[src/rtl/mem_arbiter.sv]
// Round-robin arbiter sharing one main-memory line port between icache refill and dcache
// refill/write-back; one fixed-latency transaction in flight, latency counted down here.
module mem_arbiter #(
  parameter int LATENCY = 9,
  parameter int LINE_W  = 128,
  parameter int ADDR_W  = 28
) (
  input  logic              clk,
  input  logic              reset,
  input  logic              i_req,
  input  logic [ADDR_W-1:0] i_addr,
  output logic              i_ack,
  output logic [LINE_W-1:0] i_rdata,
  input  logic              d_req,
  input  logic              d_we,
  input  logic [ADDR_W-1:0] d_addr,
  input  logic [LINE_W-1:0] d_wdata,
  output logic              d_ack,
  output logic [LINE_W-1:0] d_rdata,
  output logic              mem_en,
  output logic              mem_we,
  output logic [ADDR_W-1:0] mem_addr,
  output logic [LINE_W-1:0] mem_wdata,
  input  logic [LINE_W-1:0] mem_rdata,
  output logic              busy
);

  // state  | meaning
  // S_IDLE | sample requests, latch winner, load latency count
  // S_BUSY | memory access active, count down to the final cycle
  // S_DONE | one-cycle ack to the granted port, update round-robin pointer
  typedef enum logic [1:0] {S_IDLE, S_BUSY, S_DONE} state_t;

  localparam logic [3:0] CNT_LOAD = 4'(LATENCY - 1);

  state_t            r_state;
  state_t            w_next;
  logic [3:0]        r_cnt;
  logic              r_gnt_d;
  logic              r_last_d;
  logic              r_we;
  logic [ADDR_W-1:0] r_addr;
  logic [LINE_W-1:0] r_wdata;
  logic [LINE_W-1:0] r_i_rdata;
  logic [LINE_W-1:0] r_d_rdata;
  logic              w_any_req;
  logic              w_pick_d;

  assign w_any_req = i_req | d_req;
  // D wins alone, or on a tie when I was granted last.
  assign w_pick_d  = d_req & (~i_req | ~r_last_d);

  always_ff @(posedge clk or posedge reset) begin
    if (reset) r_state <= S_IDLE;
    else       r_state <= w_next;
  end

  always_comb begin
    w_next = r_state;
    mem_en = 1'b0;
    mem_we = 1'b0;
    i_ack  = 1'b0;
    d_ack  = 1'b0;
    busy   = 1'b0;
    case (r_state)
      S_IDLE: begin
        if (w_any_req) w_next = S_BUSY;
      end
      S_BUSY: begin
        mem_en = 1'b1;
        mem_we = r_we;
        busy   = 1'b1;
        if (r_cnt == 4'd0) w_next = S_DONE;
      end
      S_DONE: begin
        i_ack  = ~r_gnt_d;
        d_ack  = r_gnt_d;
        busy   = 1'b1;
        w_next = S_IDLE;
      end
      default: w_next = S_IDLE;
    endcase
  end

  always_ff @(posedge clk or posedge reset) begin
    if (reset) begin
      r_cnt     <= '0;
      r_gnt_d   <= 1'b0;
      r_last_d  <= 1'b0;
      r_we      <= 1'b0;
      r_addr    <= '0;
      r_wdata   <= '0;
      r_i_rdata <= '0;
      r_d_rdata <= '0;
    end else begin
      case (r_state)
        S_IDLE: begin
          if (w_any_req) begin
            r_gnt_d <= w_pick_d;
            r_addr  <= w_pick_d ? d_addr : i_addr;
            r_we    <= w_pick_d & d_we;
            r_wdata <= w_pick_d ? d_wdata : '0;
            r_cnt   <= CNT_LOAD;
          end
        end
        S_BUSY: begin
          if (r_cnt != 4'd0) begin
            r_cnt <= r_cnt - 4'd1;
          end else if (!r_we) begin
            if (r_gnt_d) r_d_rdata <= mem_rdata;
            else         r_i_rdata <= mem_rdata;
          end
        end
        S_DONE: r_last_d <= r_gnt_d;
        default: ;
      endcase
    end
  end

  assign mem_addr  = r_addr;
  assign mem_wdata = r_wdata;
  assign i_rdata   = r_i_rdata;
  assign d_rdata   = r_d_rdata;

endmodule
[config.mk]
export PLATFORM = sky130hd
export DESIGN_NAME = mem_arbiter
export DESIGN_NICKNAME = d
export VERILOG_FILES = /design/src/rtl/mem_arbiter.sv
export SDC_FILE = /design/constraint.sdc
export NUM_CORES = 1
export LEC_CHECK = 0
export CAP_MARGIN = 10
export CORE_AREA = 4 4 283 285
export DETAILED_ROUTE_END_ITERATION = 8
export DIE_AREA = 0 0 287 289
export PLACE_DENSITY = 0.55
export SLEW_MARGIN = 10
export SYNTH_ARGS = -nofsm -noshare
export SYNTH_HDL_FRONTEND = slang
export SYNTH_SLANG_ARGS = --single-unit
[constraint.sdc]
create_clock -name clk -period 14.22 [get_ports clk]
set_clock_uncertainty 0.05 [all_clocks]
set_input_delay 2.133 -clock clk [delete_from_list [all_inputs] [get_ports clk]]
set_output_delay 2.133 -clock clk [all_outputs]
set_load 0.02 [all_outputs]
==> impl_results.md <==
- Max Cap Viol: 0
- Critical path type: in2async
- Fin. Hold Viols: 0
- Flop pwr share: 33.0%
- Post-CTS resize count: 0
- I/O pin count: ~730
- CTS buffer count: 48
- Seq/Total Area, Yosys: 65.18%
- NumNets Final: 2058
- Routed WL per cell: 19.94 um
- Initial DRC count: ~290
- Placed insts: 2726
- Slowest CP cell: buf_4
- Post-synthesis mux area share: 22.03%
- Synth Area in Compound Gates: between 8 and 9%
- Main combinational cell family by area after synthesis: multiplexers
- Register area: roughly 11000 um^2
- Clk slew on worst S/H paths: 0.06 ns
- R2R Setup Slk: 10.22 ns
- DP Area: 24570 um^2
- Final design utilization: 33.77%
- Final worst-path cycle share: 34.63%
- Internal power: 4.018 mW
- Syn-to-layout area delta: 61.59%
- Mapped Nets: approximately 1300
- CP startpoint kind: input port
- Clock Latency Late Sink: roughly 0.55 ns
- Slew margin rel.: 33.37%
- Adder-Cell Fraction of Synth Area: 0.3871%
- Worst-case clock buffer depth: 3
- Initial DRT Pass Iterations: 4
- Vias in the first global route: 12456
- Post-CTS Setup Inserts: 0
- Max FO, Critical Path: 98
- Largest net degree at the start of global routing: 99
- Setup violations, final: 0
- Worst path arrival time: roughly 5.5 ns
- CP peak stage delay: 0.79 ns
- Initial core utilization: 20.90%
- Detailed-route via count: 11358
- RSZ-0062 raised after global routing: false
- Switch Pwr: 2.256 mW
- Routed wire length: 56050 um
- Power Total: 6.274 mW
- Share of layout cells above drive strength 1: about 20%
- PD cells: roughly 240 nW/um^2
- Comb pwr share: 47.6%
- Req. time, crit path: 14.80 ns
- CTS tree: yes
- Gr ovfl total: 0
- Reg2reg end: d_rdata[7]$_DFFE_PP0P_
- Row count: 102
- Hold EP: mem_addr[24]$_DFFE_PP0P_
- First-pass GRT wire length: 81160 um
- Synthesized instance count: 1006
- Leakage Power: approximately 11 nW
- # fillers: 7623
- Power share of the clock group: 19.4%
- Outcome: finished, final reports clean
- FF-to-FF Start: r_state[1]$_DFFE_PP0P_
- Flops & latches, synth: 421
- Max Slew Vio Count: 0
- Worst path cell trace: clkdlybuf4s50_1, inv_8, buf_4, buf_4, buf_4
- Post-Synth XOR/XNOR Area: 0%
- YS warnings: 0
- Sink Count: 421
- Gr usage total: 12.73%
- Top cell family by delay on the critical path: buffers and inverters
- Fin crit period: 4.924 ns
- Hold path cells: 2
- Sw Share: between 30 and 40%
- Die area: 82940 um^2
- Worst setup EP type: async pin
- Syn_area_per_cell: 16.07 um^2
- Place WS: 8.539 ns
- Routability Congestion: between 0.8 and 0.9
- Maximum vdd drop: roughly 0.12 mV
- Max frequency: 203.1 MHz
- Antenna viol nets, final: 0
- Mapped Area: around 16000 um^2
- DP HPWL: between 40000 and 50000 um
- Root buffer cell: clkbuf_16
- Vias per Instance: 4.041
- Setup_tns: 0 ns
- Fin worst setup slack: ~9.3 ns
- Worst hold path type: reg2reg
- Initial antenna violation count: 7
- DRC Markers: 0
- Final non-filler cell total: 2811
- Core box area: 77340 um^2
- Synth Area in Simple Gates: around 1.5%
- Most used cell, CP: buf_4
- Multi-input combinational cell area: 5258 um^2
- CTS Hold Buffers Added: 0
- Min-delay src: mem_addr[24]$_DFFE_PP0P_
- Die Y: between 200 and 300 um
- H-tree levels: 2
- Die width: 287 um
- Depth of the most critical reg-to-reg path: 7
- PortBufs: between 700 and 800
- Final Cell Area: between 20000 and 30000 um^2
- Worst slew pin tran: 0.9994 ns
- Netlist cell types: 34
- Min Hold Slack: between 0.4 and 0.5 ns
- Buf/Inv on CP: 5
logic make-up (layout without fill, tap and decap cells):
logic type      after synthesis  after routing
mux                         286            286
fa+ha+maj                     5              5
simple gates                 48             48
buf+inv                      75            837
other cells                   0              3
compound gates              171            171
flops                       421            421
layout make-up:
class / instances / share of cell area [%]
Sequential cell: 421 / 40.34
Clock buffer: 68 / 5.275
Clock inverter: 14 / 0.6084
Antenna cell: 3 / 0.02874
Tap cell: 1040 / 4.982
Timing Repair Buffer: 747 / 28.49
Inverter: 8 / 0.1437
Multi-Input combinational cell: 510 / 20.13
worst min-delay path, delay by kind of cell (launching register included):
kind / cells / cell delay (ns)
simple gates: 1 / 0.05
compound gates: 1 / 0.06
flops: 1 / 0.34
layout by cell type (no fill, tap or decap), drive strengths merged, types with 2 or more instances in the layout:
master	instances
clkdlybuf4s50	733
dfrtp	421
mux2	258
a22o	129
clkbuf	68
o21ai	35
mux2i	28
nand2	28
buf	14
inv	11
clkinv	7
ha	5
and2	4
diode	3
nand2b	3
bufinv	3
or4	3
nor4	2
nor3b	2
cell usage after synthesis:
| cell | n | area [um^2] |
|---|---|---|
| dfrtp_1 | 421 | 10540 |
| mux2_2 | 157 | 1768 |
| a22o_1 | 129 | 1130 |
| mux2_4 | 100 | 1501 |
| o21ai_0 | 34 | 170.2 |
| clkbuf_1 | 31 | 116.4 |
| mux2i_1 | 28 | 280.3 |
| nand2_1 | 28 | 105.1 |
| buf_2 | 16 | 80.08 |
| buf_6 | 14 | 157.7 |
| inv_1 | 8 | 30.03 |
| buf_1 | 6 | 22.52 |
| ha_1 | 5 | 62.56 |
| and2_1 | 4 | 25.02 |
| nand2b_1 | 3 | 18.77 |
| nor3b_1 | 2 | 15.01 |
| nor4_1 | 2 | 12.51 |
| or4_1 | 2 | 15.01 |
| a21boi_0 | 1 | 7.510 |
| a21o_1 | 1 | 7.510 |
| a21oi_1 | 1 | 5.000 |
| mux2_1 | 1 | 11.26 |
| nand3_1 | 1 | 5.000 |
| nand3b_1 | 1 | 7.510 |
| nor2_1 | 1 | 3.750 |
| nor2b_1 | 1 | 6.260 |
| o211ai_1 | 1 | 7.510 |
| o21a_1 | 1 | 7.510 |
| o21ai_1 | 1 | 5.000 |
| o311ai_0 | 1 | 8.760 |
| o31a_1 | 1 | 8.760 |
| or3_1 | 1 | 6.260 |
| or3b_2 | 1 | 8.760 |
| or4_4 | 1 | 11.26 |
worst max-delay path by stage:
stage,from,end,depth (start not counted)
2_1_floorplan,reset,d_rdata[0]$_DFFE_PP0P_,1
3_3_place_gp,reset,d_rdata[6]$_DFFE_PP0P_,5
3_5_place_dp,reset,i_rdata[6]$_DFFE_PP0P_,5
4_1_cts,reset,d_rdata[5]$_DFFE_PP0P_,5
5_1_grt,reset,d_rdata[6]$_DFFE_PP0P_,5
6_report,reset,d_rdata[5]$_DFFE_PP0P_,5
sequential cells by signal, summed over array words and instances, names as in the netlist:
| register | count |
|---|---|
| mem_wdata | 128 |
| r_we | 1 |
| r_last_d | 1 |
| d_rdata | 128 |
| r_cnt | 4 |
| mem_addr | 28 |
| r_state | 2 |
| r_gnt_d | 1 |
| i_rdata | 128 |
layer usage:
| metal | vias up | track usage, % | wire (um) |
|---|---|---|---|
| li1 | 5124 | - | - |
| met1 | 5634 | 13.52 | 19980 |
| met2 | 504 | 22.78 | 28590 |
| met3 | 88 | 5.035 | 5433 |
| met4 | 8 | 4.817 | 1983 |
| met5 | - | 0 | 62 |
power groups by stage:
stage	combinational [mW]	sequential, mW	clock, mW
2_1_floorplan	0.861	2.69	0
3_3_place_gp	3.01	2.08	0
3_5_place_dp	3.04	2.08	0
4_1_cts	3.04	2.08	1.27
5_1_grt	3.15	2.15	1.31
6_report	2.99	2.07	1.21
(Power assumes the default switching activity.)
==> RTL change: new RTL, same settings <==
`ADDR_W`: 28 -> 20.
--- a/src/rtl/mem_arbiter.sv
+++ b/src/rtl/mem_arbiter.sv
@@ -3,7 +3,7 @@
 module mem_arbiter #(
   parameter int LATENCY = 9,
   parameter int LINE_W  = 128,
-  parameter int ADDR_W  = 28
+  parameter int ADDR_W  = 20
 ) (
   input  logic              clk,
   input  logic              reset,
Interface: changed (resized d_addr, i_addr and mem_addr); port bits go from 734 to 710. No check against the original RTL was run, so the function may have changed too.
==> RTL change against the unedited design <==
  * Power shrank 1.3%
  * Worst setup slack lost 110 ps
  * Cell area shrank 1.9%
  * Area after synthesis shrank 2.2%
  * Register-to-register slack gained 540 ps
  * Global-route usage shrank 0.66 points
  * Wire length shrank 4.9%
  * Sequential cell count shrank 8
  * Largest cell class unchanged
==> RTL change: results (changes against the unedited design) <==
Outcome:
- Status: complete, no violations (unchanged).

Pwr:
- The static leakage is 0.0112 µW (was 0.0114 µW).
- The worst vdd rail ir drop is 0.107 mV (was 0.122 mV).

Synth:
- The number of warnings reported in the yosys synthesis log came to 0 (unchanged).
- The sequential element share of the synthesized area is 0.654 (was 0.652).
- The share of flip-flops with an asynchronous set or reset after synthesis came to 1.00 (unchanged).
- Commonest cells post-synth: dfrtp_1 (413), mux2_2 (157), a22o_1 (129), mux2_4 (100), clkbuf_1 (31) (was dfrtp_1 (421), mux2_2 (157), a22o_1 (129), mux2_4 (100), o21ai_0 (34)).
- The net count of the mapped netlist is 1277 (was 1328).
- Ranking of synthesized cells by area: dfrtp_1 (65%), mux2_2 (11%), mux2_4 (9.5%), a22o_1 (7.2%), mux2i_1 (1.3%) (was dfrtp_1 (65%), mux2_2 (11%), mux2_4 (9.3%), a22o_1 (7.0%), mux2i_1 (1.7%)).

Setup path:
- The arrival time of data at the critical path endpoint is 5560 ps (was 5510 ps).
- The highest net fanout along the worst path is 114 (was 98).
- The worst reg-to-reg setup slack is 10760 ps (was 10220 ps).
- The end point of the critical path is i_rdata[29] (was d_rdata[5]).
- The endpoint of the worst-slack reg-to-reg timing path is i_rdata[58] (was d_rdata[7]).
- The number of cell instances on the worst register-to-register path came to 7 (unchanged).

Place:
- The number of input and output port buffers inserted came to 709 (was 733).
- The global placement routability congestion is 0.785 (was 0.802).
- The half-perimeter wire length after placement is 39.5 mm (was 42.0 mm).

Min path:
- The worst hold path class is reg2reg (unchanged).
- The launch instance of the worst min-delay path was mem_addr[19] (was mem_addr[24]).

Clocking:
- The buffer levels on the longest clock path is 3 (unchanged).
- The number of buffers added for setup after CTS came to 0 (unchanged).
- The post-cts sizing count is 0 (unchanged).
- The TritonCTS buffer count is 47 (was 48).
- The number of H-tree levels is 2 (unchanged).

Global routing:
- The overall fraction of global-route tracks in use was 0.121 (was 0.127).
- The via count of the first global-routing pass is 12105 (was 12456).
- The global-route wire length before repair is 78.0 mm (was 81.2 mm).
- The largest net degree at the start of global routing is 115 (was 99).

Detailed routing:
- The final routed wire length divided by cell count is 19.3 µm (was 19.9 µm).
- The count of TritonRoute iterations in the first routing pass is 5 (was 4).
- The number of nets with antenna violations after routing is 0 (unchanged).
- The number of design-rule violations left by the first detailed-router iteration is 406 (was 287).
- The total vias in the final route came to 10989 (was 11358).

Final layout:
- The net count reported at finish came to 1984 (was 2058).
- The fraction of final layout cells with drive strength greater than 1 is 0.207 (was 0.198).

Timing:
- The slew at the pin closest to its max-slew limit is 1100 ps (was 999 ps).
RTL change: cell count changes after synthesis, moves of 2 or more:
cell,unedited run,this run
mux2i_1,28,20
buf_1,6,4
o21ai_0,34,26
nand2_1,28,20
dfrtp_1,421,413
RTL change: kinds of logic (layout without fill, tap and decap cells):
kind of cell	count (synthesis)	in the layout	share of synthesized area
fa+ha+maj	5	5	0.00396
other cells	0	2	0
flops	413	413	0.654
compound gates	163	163	0.0834
buf+inv	72	817	0.0249
mux	278	278	0.220
simple gates	40	40	0.0133
RTL change: worst max-delay path, stage by stage:
cell	delay [ps]
clkdlybuf4s50_1	490
inv_8	560
buf_4	700
buf_4	750
buf_4	790
RTL change: metrics by stage:
stage / cells / area [µm²] / power [µW] / hold WS (ps) / setup WS (ps)
finish: 2758 / 25600 / 6190 / 427 / 9190
global placement: 2669 / 24000 / 4960 / 416 / 8400
CTS: 2756 / 25600 / 6300 / 432 / 8950
detailed placement: 2669 / 24000 / 5000 / 419 / 8290
floorplan: 971 / 15800 / 3480 / 431 / 544
global route: 2756 / 25600 / 6520 / 453 / 8550
RTL change: routing by layer:
| layer | wire (µm) | vias to the layer above | track usage |
|---|---|---|---|
| met5 | 20 | - | 0 |
| met4 | 1840 | 2 | 0.0417 |
| met3 | 5580 | 82 | 0.0513 |
| met2 | 25700 | 516 | 0.205 |
| met1 | 20200 | 5431 | 0.136 |
| li1 | - | 4958 | - |
RTL change: area by class of cell:
class / instances / area [µm²]
inverter: 8 / 37.5
tap: 1040 / 1300
antenna: 2 / 5.00
sequential: 413 / 10300
timing repair buffer: 722 / 7210
clock buffer: 73 / 1480
multi-input combinational: 486 / 5100
fill: 7633 / 51700
clock inverter: 14 / 151
RTL change: how the worst min path moves through the flow:
stage	to	slack [ps]	depth (start not counted)
after global placement	mem_addr[18]	420	2
after CTS	mem_addr[19]	430	2
after global routing	mem_addr[18]	450	2
after detailed placement	mem_addr[19]	420	2
after floorplan	r_last_d	430	1
final	mem_addr[19]	430	2
RTL change: where the power goes:
group / switching (µW) / internal, µW
Sequential: 313 / 1720
Clock: 486 / 766
Combinational: 1400 / 1510
Total: 2200 / 3990
